===== src/rtl/cmp_pkg.sv =====
// Shared types and defaults for the compare arbiter: FSM state encoding,
// the comparator result flags, and default operand width / requester count.
package cmp_pkg;

  localparam int DEF_WIDTH = 4;
  localparam int DEF_NREQ  = 4;

  typedef enum logic [1:0] {
    IDLE = 2'd0,
    CMP  = 2'd1,
    RESP = 2'd2
  } state_t;

  typedef struct packed {
    logic equal;
    logic a_gt;
    logic b_gt;
  } cmp_res_t;

endpackage


===== src/rtl/mag_comp_core.sv =====
// Combinational unsigned magnitude comparator; exactly one result flag is
// high for any operand pair.
module mag_comp_core
  import cmp_pkg::*;
#(
  parameter int WIDTH = DEF_WIDTH
) (
  input  logic [WIDTH-1:0] a,
  input  logic [WIDTH-1:0] b,
  output cmp_res_t         res
);

  assign res.equal = (a == b);
  assign res.a_gt  = (a > b);
  assign res.b_gt  = (a < b);

endmodule


===== src/rtl/cmp_arbiter.sv =====
// Arbitrates NREQ requesters onto one shared comparator (IDLE -> CMP -> RESP).
// Defining CMP_ARBITER_FIXED_PRIO_EN selects fixed lowest-index priority
// instead of the default round-robin search.
module cmp_arbiter
  import cmp_pkg::*;
#(
  parameter int WIDTH = DEF_WIDTH,
  parameter int NREQ  = DEF_NREQ
) (
  input  logic                     clk,
  input  logic                     rst_n,
  input  logic [NREQ-1:0]          req_valid,
  input  logic [NREQ*WIDTH-1:0]    req_a,
  input  logic [NREQ*WIDTH-1:0]    req_b,
  output logic [NREQ-1:0]          req_ready,
  output logic                     rsp_valid,
  input  logic                     rsp_ready,
  output logic [$clog2(NREQ)-1:0]  rsp_id,
  output logic                     rsp_equal,
  output logic                     rsp_a_gt,
  output logic                     rsp_b_gt,
  output logic [7:0]               done_cnt
);

  localparam int IDW = $clog2(NREQ);

  state_t           state;
  logic [WIDTH-1:0] op_a;
  logic [WIDTH-1:0] op_b;
  cmp_res_t         cmp_res;
  cmp_res_t         res_q;
  logic             gnt_found;
  logic [IDW-1:0]   gnt_idx;

`ifndef CMP_ARBITER_FIXED_PRIO_EN
  logic [IDW-1:0]   ptr;
`endif

  // NOTE: every always_comb output gets a default before any conditional
  // assignment, otherwise an unassigned path infers a latch.
  always_comb begin
    gnt_found = 1'b0;
    gnt_idx   = '0;
`ifdef CMP_ARBITER_FIXED_PRIO_EN
    // Scan downward so the lowest requesting index is the last one written.
    for (int i = NREQ - 1; i >= 0; i--) begin
      if (req_valid[i]) begin
        gnt_found = 1'b1;
        gnt_idx   = IDW'(i);
      end
    end
`else
    for (int k = 0; k < NREQ; k++) begin
      if (!gnt_found && req_valid[(int'(ptr) + k) % NREQ]) begin
        gnt_found = 1'b1;
        gnt_idx   = IDW'((int'(ptr) + k) % NREQ);
      end
    end
`endif
  end

  // The strobe is gated by rst_n so it drops the instant reset asserts.
  always_comb begin
    req_ready = '0;
    if (rst_n && state == IDLE && gnt_found) req_ready[gnt_idx] = 1'b1;
  end

  mag_comp_core #(.WIDTH(WIDTH)) u_core (
    .a   (op_a),
    .b   (op_b),
    .res (cmp_res)
  );

  // NOTE: state is updated only with non-blocking assignments so every
  // register samples pre-edge values regardless of statement order.
  // NOTE: operand and result registers are reset too, so nothing stale from
  // an aborted request survives a mid-operation reset.
  always_ff @(posedge clk or negedge rst_n) begin
    if (!rst_n) begin
      state     <= IDLE;
      op_a      <= '0;
      op_b      <= '0;
      res_q     <= '0;
      rsp_id    <= '0;
      rsp_valid <= 1'b0;
      done_cnt  <= '0;
`ifndef CMP_ARBITER_FIXED_PRIO_EN
      ptr       <= '0;
`endif
    end else begin
      case (state)
        IDLE: begin
          if (gnt_found) begin
            op_a   <= req_a[gnt_idx*WIDTH +: WIDTH];
            op_b   <= req_b[gnt_idx*WIDTH +: WIDTH];
            rsp_id <= gnt_idx;
`ifndef CMP_ARBITER_FIXED_PRIO_EN
            ptr    <= (gnt_idx == IDW'(NREQ - 1)) ? '0 : gnt_idx + IDW'(1);
`endif
            state  <= CMP;
          end
        end
        CMP: begin
          res_q     <= cmp_res;
          rsp_valid <= 1'b1;
          state     <= RESP;
        end
        RESP: begin
          if (rsp_ready) begin
            rsp_valid <= 1'b0;
            done_cnt  <= done_cnt + 8'd1;
            state     <= IDLE;
          end
        end
        default: state <= IDLE;
      endcase
    end
  end

  assign rsp_equal = res_q.equal;
  assign rsp_a_gt  = res_q.a_gt;
  assign rsp_b_gt  = res_q.b_gt;

endmodule


===== config.mk =====
export PLATFORM = sky130hd
export DESIGN_NAME = cmp_arbiter
export DESIGN_NICKNAME = d
export VERILOG_FILES = /design/src/rtl/cmp_pkg.sv /design/src/rtl/mag_comp_core.sv /design/src/rtl/cmp_arbiter.sv
export SDC_FILE = /design/constraint.sdc
export NUM_CORES = 1
export LEC_CHECK = 0
export CAP_MARGIN = 20
export CORE_MARGIN = 3
export CORE_UTILIZATION = 35
export DETAILED_ROUTE_END_ITERATION = 7
export PLACE_DENSITY_LB_ADDON = 0.15
export SLEW_MARGIN = 30
export SYNTH_ARGS = -nofsm -noshare
export SYNTH_HDL_FRONTEND = slang
export SYNTH_SLANG_ARGS = --single-unit

===== constraint.sdc =====
create_clock -name clk -period 2.13 [get_ports clk]
set_input_delay 0.639 -clock clk [delete_from_list [all_inputs] [get_ports clk]]
set_output_delay 0.639 -clock clk [all_outputs]
set_load 0.02 [all_outputs]

==> metrics.cfg, run 1 <==
[run_status]
status=finished with violations
violations=negative setup slack

[synthesis]
synth_cell_types=32
syn-num-nets=182
synth_most_common_cell=dfrtp_1
ys_ff_latch=26
yosys.area.top_type_share_pct=45.3
synth_common_cells=26 x dfrtp_1, 16 x mux2i_1, 16 x nand2_1
synth_warnings=0
async_flop_share_pct=100
synth_area_leader_cell=dfrtp_1
synth.area.top_cells=dfrtp_1 45%, mux2i_1 11%, o221ai_1 4.9%, ha_1 4.4%, nand2_1 4.2%
syn_avg_cell_area_sq_um=10.4
synth_edf_count=0
syn_area_sq_um=1440
yosysSeqAreaShare_pct=45.3
netlist_instances=138
synth_ff_type=dfrtp_1

[worst_hold_path]
hold_path.class=reg -> reg

[floorplan]
die_y_um=70.1
core_area_sq_um=3800
start_util_pct=37.8
die_area_sq_um=4910
num_rows=22
ios=57
die_x_um=70.1

[global_route]
grt_max_degree=27
grt_pass1_wl_mm=6.24
globalRouteOverflowTotal=0
grt_pass1_vias=1365
antenna_found_initial=0
grtUsageTotal_pct=15.5

[cts]
clock-sinks=26
htreeDepth=1
clockBufferDepth=2
insertion_delay_ns=0.27
holdBufCountCts=0
cts.root.buffer_cell=clkbuf_8
clkTransAtPathRegs_ns=0.09
cts_tree=built
cts_buffers=3

[cells_and_area]
syn2layout_area_growth_pct=68.0
layout-drive-gt1-share_pct=25.8
nFillCells=288
layout.nets=262
utilization_pct=63.5
seqCellArea_sq_um=651
multi_input_area_sq_um=825
diodes=0

[drt]
drc=0
drt_iter0_drc=49
dr.pass1.iters=4
wl_per_cell_um=13.3
via_count=1296
via_per_inst=4.89
ant_nets=0
wirelength_mm=3.53

[worst_setup_path]
cp.required_ns=1.49
path_max_fanout=3
crit_chain=buf_12, inv_8, a311o_1, inv_2, nand2_4, nor3_4, buf_6
path_class=in -> out
cp.arrival_ns=1.67
cp-start-kind=input port
max_stage_delay_ns=0.37
end_kind=primary output
slowest_stage=a311o_1

[timing]
hold_viol=0
fin_crit_ns=2.31
worst_pin_slew_ns=0.354
max_slew_margin_pct=76.4
fmax_mhz=433
setup_viol=4
slew_violations=0
period_share_pct=108
setup-tns-final_ns=-0.628
rsz0062_at_grt=true
skew_ns=0.00774
worst_slack_ns=-0.180

[flow_run]
cap_violations=0

[place]
gp_congestion=0.732
dp_hpwl_mm=2.78
port_buffers=56

[power_and_ir_drop]
p_per_area_nw_per_um2=1220
power.leakage_nw=1.11
ir_worst_vdd_mv=0.619

-- path summary, 6_finish.rpt --
path	start	end	slack, ns	cells past startpoint
min in group asynchronous	rst_n	done_cnt[4]	0.51	3
worst min-delay path	done_cnt[7]	done_cnt[7]	0.48	1
max in group asynchronous	rst_n	op_b[2]	1.37	3
worst min register to register	done_cnt[7]	done_cnt[7]	0.48	1
worst max register to register	ptr[0]	op_a[2]	0.30	7
worst max-delay path	req_valid[0]	req_ready[1]	-0.18	7
-- critical path: cells and delay by family --
kind | cells | cell delay, ns
compound gates | 1 | 0.37
simple gates | 2 | 0.27
buf+inv | 4 | 0.39
-- kinds of logic after synthesis --
group,after synthesis,share of synthesized area (%)
multiplexers,18,12.7
XOR/XNOR,8,4.88
AO/OA/AOI/OAI,23,12.1
buffers and inverters,12,5.31
AND/OR/NAND/NOR,46,15.3
adder cells (fa/ha/maj),5,4.36
flip-flops,26,45.3
-- cell usage in the layout (no fill, tap or decap), types with 5 or more instances in the layout --
cell type,count
nor2_1,6
inv_1,5
clkdlybuf4s50_1,47
xnor2_1,6
ha_1,5
buf_6,9
nand2_1,15
buf_4,19
mux2i_1,16
o221ai_1,8
dfrtp_1,26
-- registers in the layout (all words and copies together), names as in the netlist, 2 cells and up --
name	count
ptr	2
rsp_id	2
op_a	4
op_b	4
done_cnt	8
state	2
-- stage by stage --
step / power, mW / setup slack [ns] / hold slack, ns / std cells / cell area (sq um)
global route: 3.18 / -0.221 / 0.523 / 265 / 2410
floorplan: 1.82 / -0.0673 / 0.343 / 138 / 1520
detailed placement: 2.41 / -1.17 / 0.470 / 255 / 2210
finish: 2.94 / -0.180 / 0.480 / 265 / 2410
global placement: 2.35 / -1.13 / 0.463 / 255 / 2210
CTS: 2.92 / -0.155 / 0.486 / 263 / 2370
-- per-layer routing --
| layer | part of all wire [%] | global-route usage (%) | routed length (um) | vias to the layer above |
|---|---|---|---|---|
| li1 | - | - | - | 646 |
| met2 | 51 | 26.9 | 1810 | 37 |
| met4 | 1.3 | 5.11 | 46 | 0 |
| met5 | 0 | 0 | 0 | - |
| met1 | 43 | 19.7 | 1530 | 609 |
| met3 | 4.1 | 2.30 | 143 | 4 |
-- area by class of cell --
type	count	area share [%]
repair buffers	79	31.8
clock buffers	3	1.71
clock inverters	1	1.24
flip-flops and latches	26	27.0
multi-input cells	100	34.2
well taps	48	2.49
inverters	8	1.66
-- what timing repair did --
item,in CTS,in global routing
endpoints found under the setup margin,14,4
gates resized for setup,59,6
pin swaps,7,5
buffers inserted,4,2
-- power by group --
part / internal (mW) / switching (mW) / total, mW
registers: 0.700 / 0.160 / 0.860
clock network: 0.251 / 0.151 / 0.402
logic: 0.878 / 0.800 / 1.68
No activity file was read; power rests on OpenSTA's default activity.
==> run 2, diff against run 1 <==
--- a/config.mk
+++ b/config.mk
@@ -5,7 +5,6 @@
 export SDC_FILE = /design/constraint.sdc
 export NUM_CORES = 1
 export LEC_CHECK = 0
-export CAP_MARGIN = 20
 export CORE_MARGIN = 3
 export CORE_UTILIZATION = 35
 export DETAILED_ROUTE_END_ITERATION = 7
==> results of run 2 <==
The final DEF is identical to that of run 1; final timing and power are the same.
==> variant 1: new RTL, settings of run 1 <==
The package constant `DEF_WIDTH` goes from 4 to 3.
--- a/src/rtl/cmp_pkg.sv
+++ b/src/rtl/cmp_pkg.sv
@@ -4,3 +4,3 @@
 
-  localparam int DEF_WIDTH = 4;
+  localparam int DEF_WIDTH = 3;
   localparam int DEF_NREQ  = 4;
Interface: changed (resized req_a and req_b); port bits go from 57 to 49. No check against the original RTL was run, so the function may have changed too.
==> variant 1 against run 1 <==
- the flow still finishes with violations (setup timing)
- register-to-register slack better by 0.10 ns
- routed wire length is 13% lower
- design area is 17% lower
- global-route usage is 0.25 points lower
- sequential cell count is 2 lower
- via count is 11% lower
- highest routed layer unchanged
- area after synthesis is 11% lower
- utilization is 4.8 points lower
- non-clock buffer count is 13 lower
- total power is 20% lower
- worst setup slack worse by 0.018 ns
==> variant 1: results (changes against run 1) <==
* Status: finished with violations
* Failing checks: setup timing
* DP Area at 0.00191 sq mm (-14%)
* Top flop regs: done_cnt x8, op_a x3, op_b x3
* Vias in the first global route at 1164 (-15%)
* R2R Path Start: ptr[1]$_DFFE_PN0P_
* Area growth syn-to-layout at 56.9%
* Syn Nets at 163 (-10%)
* Mux share of post-synthesis cell area at 9.39% (-3.3 points)
* Most frequent cells after synthesis: dfrtp_1, nand2_1, mux2i_1
* Unique masters post-synth at 28 (-13%)
* Crit path from: req_valid[1]
* Psw at 0.953 mW (-14%)
* Buffers excl. clock at 66 (-16%)
* Clock-cell share of area at 1.12% (-1.8 points)
* Compound-cell area share of the yosys netlist at 13.0% (+0.91 points)
* Routing usage on met2 at 27.5% (+0.65 points)
* Final WS setup at -0.199 ns (-0.0184 ns)
* Met2 routed WL at 1520 microns (-16%)
* Placed Instances at 233 (-8.6%)
* Met1 Wirelength at 1280 microns (-16%)
* Starting DRT DRC Count at 12 (-76%)
* First-pass GRT wire length at 5080 microns (-19%)
* Layout cells sized above 1 at 22.7% (-3.1 points)
* Met3 Track Usage GR at 3.57% (+1.3 points)
* Finish-stage setup viols at 4 (unchanged)
* HP Class: input port to asynchronous set/reset pin
* Final Non-Filler Cells at 240 (-9.4%)
* Post-DP HPWL at 2400 microns (-14%)
* Critical Path Sink: req_ready[3]
* Leakage at 0.904 nW (-18%)
* Met3 wire length at 197 microns (+38%)
* VDD IR max at 0.000630 V (+1.8%)
* Clk pin slew, worst setup/hold paths at 0.12 ns (+0.03 ns)
* Area occupied by multi-input gates at 671 sq um (-19%)
* Area contributors post-synth: dfrtp_1, mux2i_1, nand2_1
* FF-to-FF path depth at 6 (-1)
[variant 1: cell count changes in the layout (fill, tap and decap cells not counted), moves of 3 or more]
cell | run 1 | this run
clkbuf_4 | 0 | 3
nand2_1 | 15 | 19
mux2i_1 | 16 | 12
o21ai_0 | 4 | 7
buf_6 | 9 | 5
clkbuf_8 | 3 | 0
clkdlybuf4s50_1 | 47 | 39
[variant 1: power by group through the flow]
stage                     Combinational, mW  Sequential, mW  Clock [mW]
final                                  1.36           0.806       0.193
after global placement                 1.25           0.805           0
after floorplan                       0.677           0.907           0
after global routing                   1.51           0.834       0.220
after detailed placement               1.28           0.813           0
after CTS                              1.30           0.808       0.201
[variant 1: timing repair]
item                       in CTS  in global routing
pin swaps                       6                  6
setup endpoints to repair       6                  4
gates resized for setup        47                  7
buffers inserted                1                  3
[variant 1: critical path: stages]
cell,delay [ns]
buf_8,0.10
buf_6,0.10
a21o_1,0.15
a21oi_2,0.13
o22a_2,0.19
clkinvlp_4,0.14
nor2_4,0.10
buf_6,0.12
==> variant 2: new RTL, flow settings as in run 1 <==
Made on the original files. Encoding of `state_t`: now one-hot (3 bits for 3 states).
--- a/src/rtl/cmp_pkg.sv
+++ b/src/rtl/cmp_pkg.sv
@@ -7,6 +7,6 @@
 
-  typedef enum logic [1:0] {
-    IDLE = 2'd0,
-    CMP  = 2'd1,
-    RESP = 2'd2
+  typedef enum logic [2:0] {
+    IDLE = 3'b001,
+    CMP  = 3'b010,
+    RESP = 3'b100
   } state_t;
Behaviour: same outputs for any inputs over 4 cycles, from zero or initial values and one cycle with rst_n low; so few cycles prove little.
==> variant 2 against run 1 <==
- the run still ends with setup timing left
- clock skew decreased by 0.0062 ns
- total power grew 2.6%
- area after synthesis rose by 10%
- synthesized cell count increased by 8.0%
- sequential cell count is 1 higher
- routed wire length grew 8.2%
- design area rose by 5.3%
- worst setup slack got worse by 0.16 ns
==> variant 2: results (changes against run 1) <==
* Fill cells at 306 (+6.3%)
* Crit-path max cell delay at 0.45 ns (+0.08 ns)
* Final GP Congestion at 0.816 (+11%)
* Post-cts resize count at 55 (-6.8%)
* Clock Skew at 0.00159 ns (-0.00615 ns)
* Hold path endpoint: done_cnt[7]$_DFFE_PN0P_
* Nets at 275 (+5.0%)
* Syn Nets at 194 (+6.6%)
* Comb. pwr at 1.83 mW (+9%)
* Post-Route WL at 3820 microns (+8.2%)
* Placed Instances at 267 (+4.7%)
* Adder-cell share of the synthesized area at 4.74% (+0.38 points)
* CP top delay family: flip-flops
* Status: finished with violations
* Finish-stage setup viols at 11 (+7)
* Post-DP HPWL at 2930 microns (+5.6%)
* Psw at 1.20 mW (+8.1%)
* Compound-cell area share of the yosys netlist at 14.8% (+2.7 points)
* Reg-to-reg slack, setup at -0.10 ns (-0.40 ns)
* Unique masters post-synth at 38 (+19%)
* R2R Path End: op_b[0]$_DFFE_PN0P_
* VDD IR max at 0.000478 V (-23%)
* Post-CTS setup buffers at 8 (+4)
* Largest net degree at the start of global routing at 28 (+3.7%)
* DP Area at 0.00236 sq mm (+6.5%)
* Post-synthesis sequential area ratio at 42.7% (-2.6 points)
* Mux share of post-synthesis cell area at 13.0% (+0.32 points)
* Clk pin slew, worst setup/hold paths at 0.10 ns
* Total number of vias at 1406 (+8.5%)
* First-pass GRT wire length at 6580 microns (+5.3%)
* Most frequent cells after synthesis: dfrtp_1, nand2_1, inv_1, nor3_1
* Critical Path Sink: req_ready[3]
* Worst slew pin tran at 0.526 ns (+0.172 ns)
* Starting DRT DRC Count at 51 (+4.1%)
* Failing checks: setup timing
* Post-route setup TNS at -1.75 ns (-1.13 ns)
* Area contributors post-synth: dfrtp_1, mux2_2, mux2i_1
* Via/cell ratio at 5.04 (+3.0%)
* Slowest cell on the critical path: dfrtp_2
* Hold Crit Depth at 1 (unchanged)
* Syn Area/Cell at 10.6 sq um (+2.1%)
* GRT Total Usage at 15.6% (+0.058 points)
* FF-to-FF path depth at 7 (unchanged)
* Layout cells sized above 1 at 31.0% (+5.2 points)
* Part of the power in registers at 29.1% (-0.2 points)
* Leakage at 1.13 nW (+1.8%)
* Worst-path fanout max at 5 (+2)
* Xor/xnor share of the synthesized area at 3.87% (-1.0 points)
* Arr. time, crit path at 1.83 ns (+0.16 ns)
* Crit path from: ptr[1]$_DFFE_PN0P_
* Final WS setup at -0.335 ns (-0.155 ns)
variant 2: layout make-up:
| class | instances | area (sq um) | share of cell area [%] |
|---|---|---|---|
| Sequential cell | 27 | 679 | 26.7 |
| Clock inverter | 1 | 7.51 | 0.295 |
| Tap cell | 50 | 62.6 | 2.46 |
| Clock buffer | 3 | 41.3 | 1.62 |
| Timing Repair Buffer | 81 | 777 | 30.6 |
| Multi-Input combinational cell | 106 | 923 | 36.3 |
| Inverter | 11 | 51.3 | 2.02 |
variant 2: layer usage:
metal	vias up	share of wire (%)	track usage [%]
met5	-	0	0
met4	0	1.5	4.92
met3	5	6.3	3.01
met2	55	47	26.4
met1	651	45	19.9
li1	695	-	-
variant 2: through the flow:
stage               hold WS [ns]  setup slack [ns]  total power, mW
global placement           0.462             -1.15             2.47
CTS                        0.484            -0.328             3.00
global route               0.516            -0.376             3.22
floorplan                  0.343            -0.310             1.93
finish                     0.478            -0.335             3.02
detailed placement         0.466             -1.24             2.53
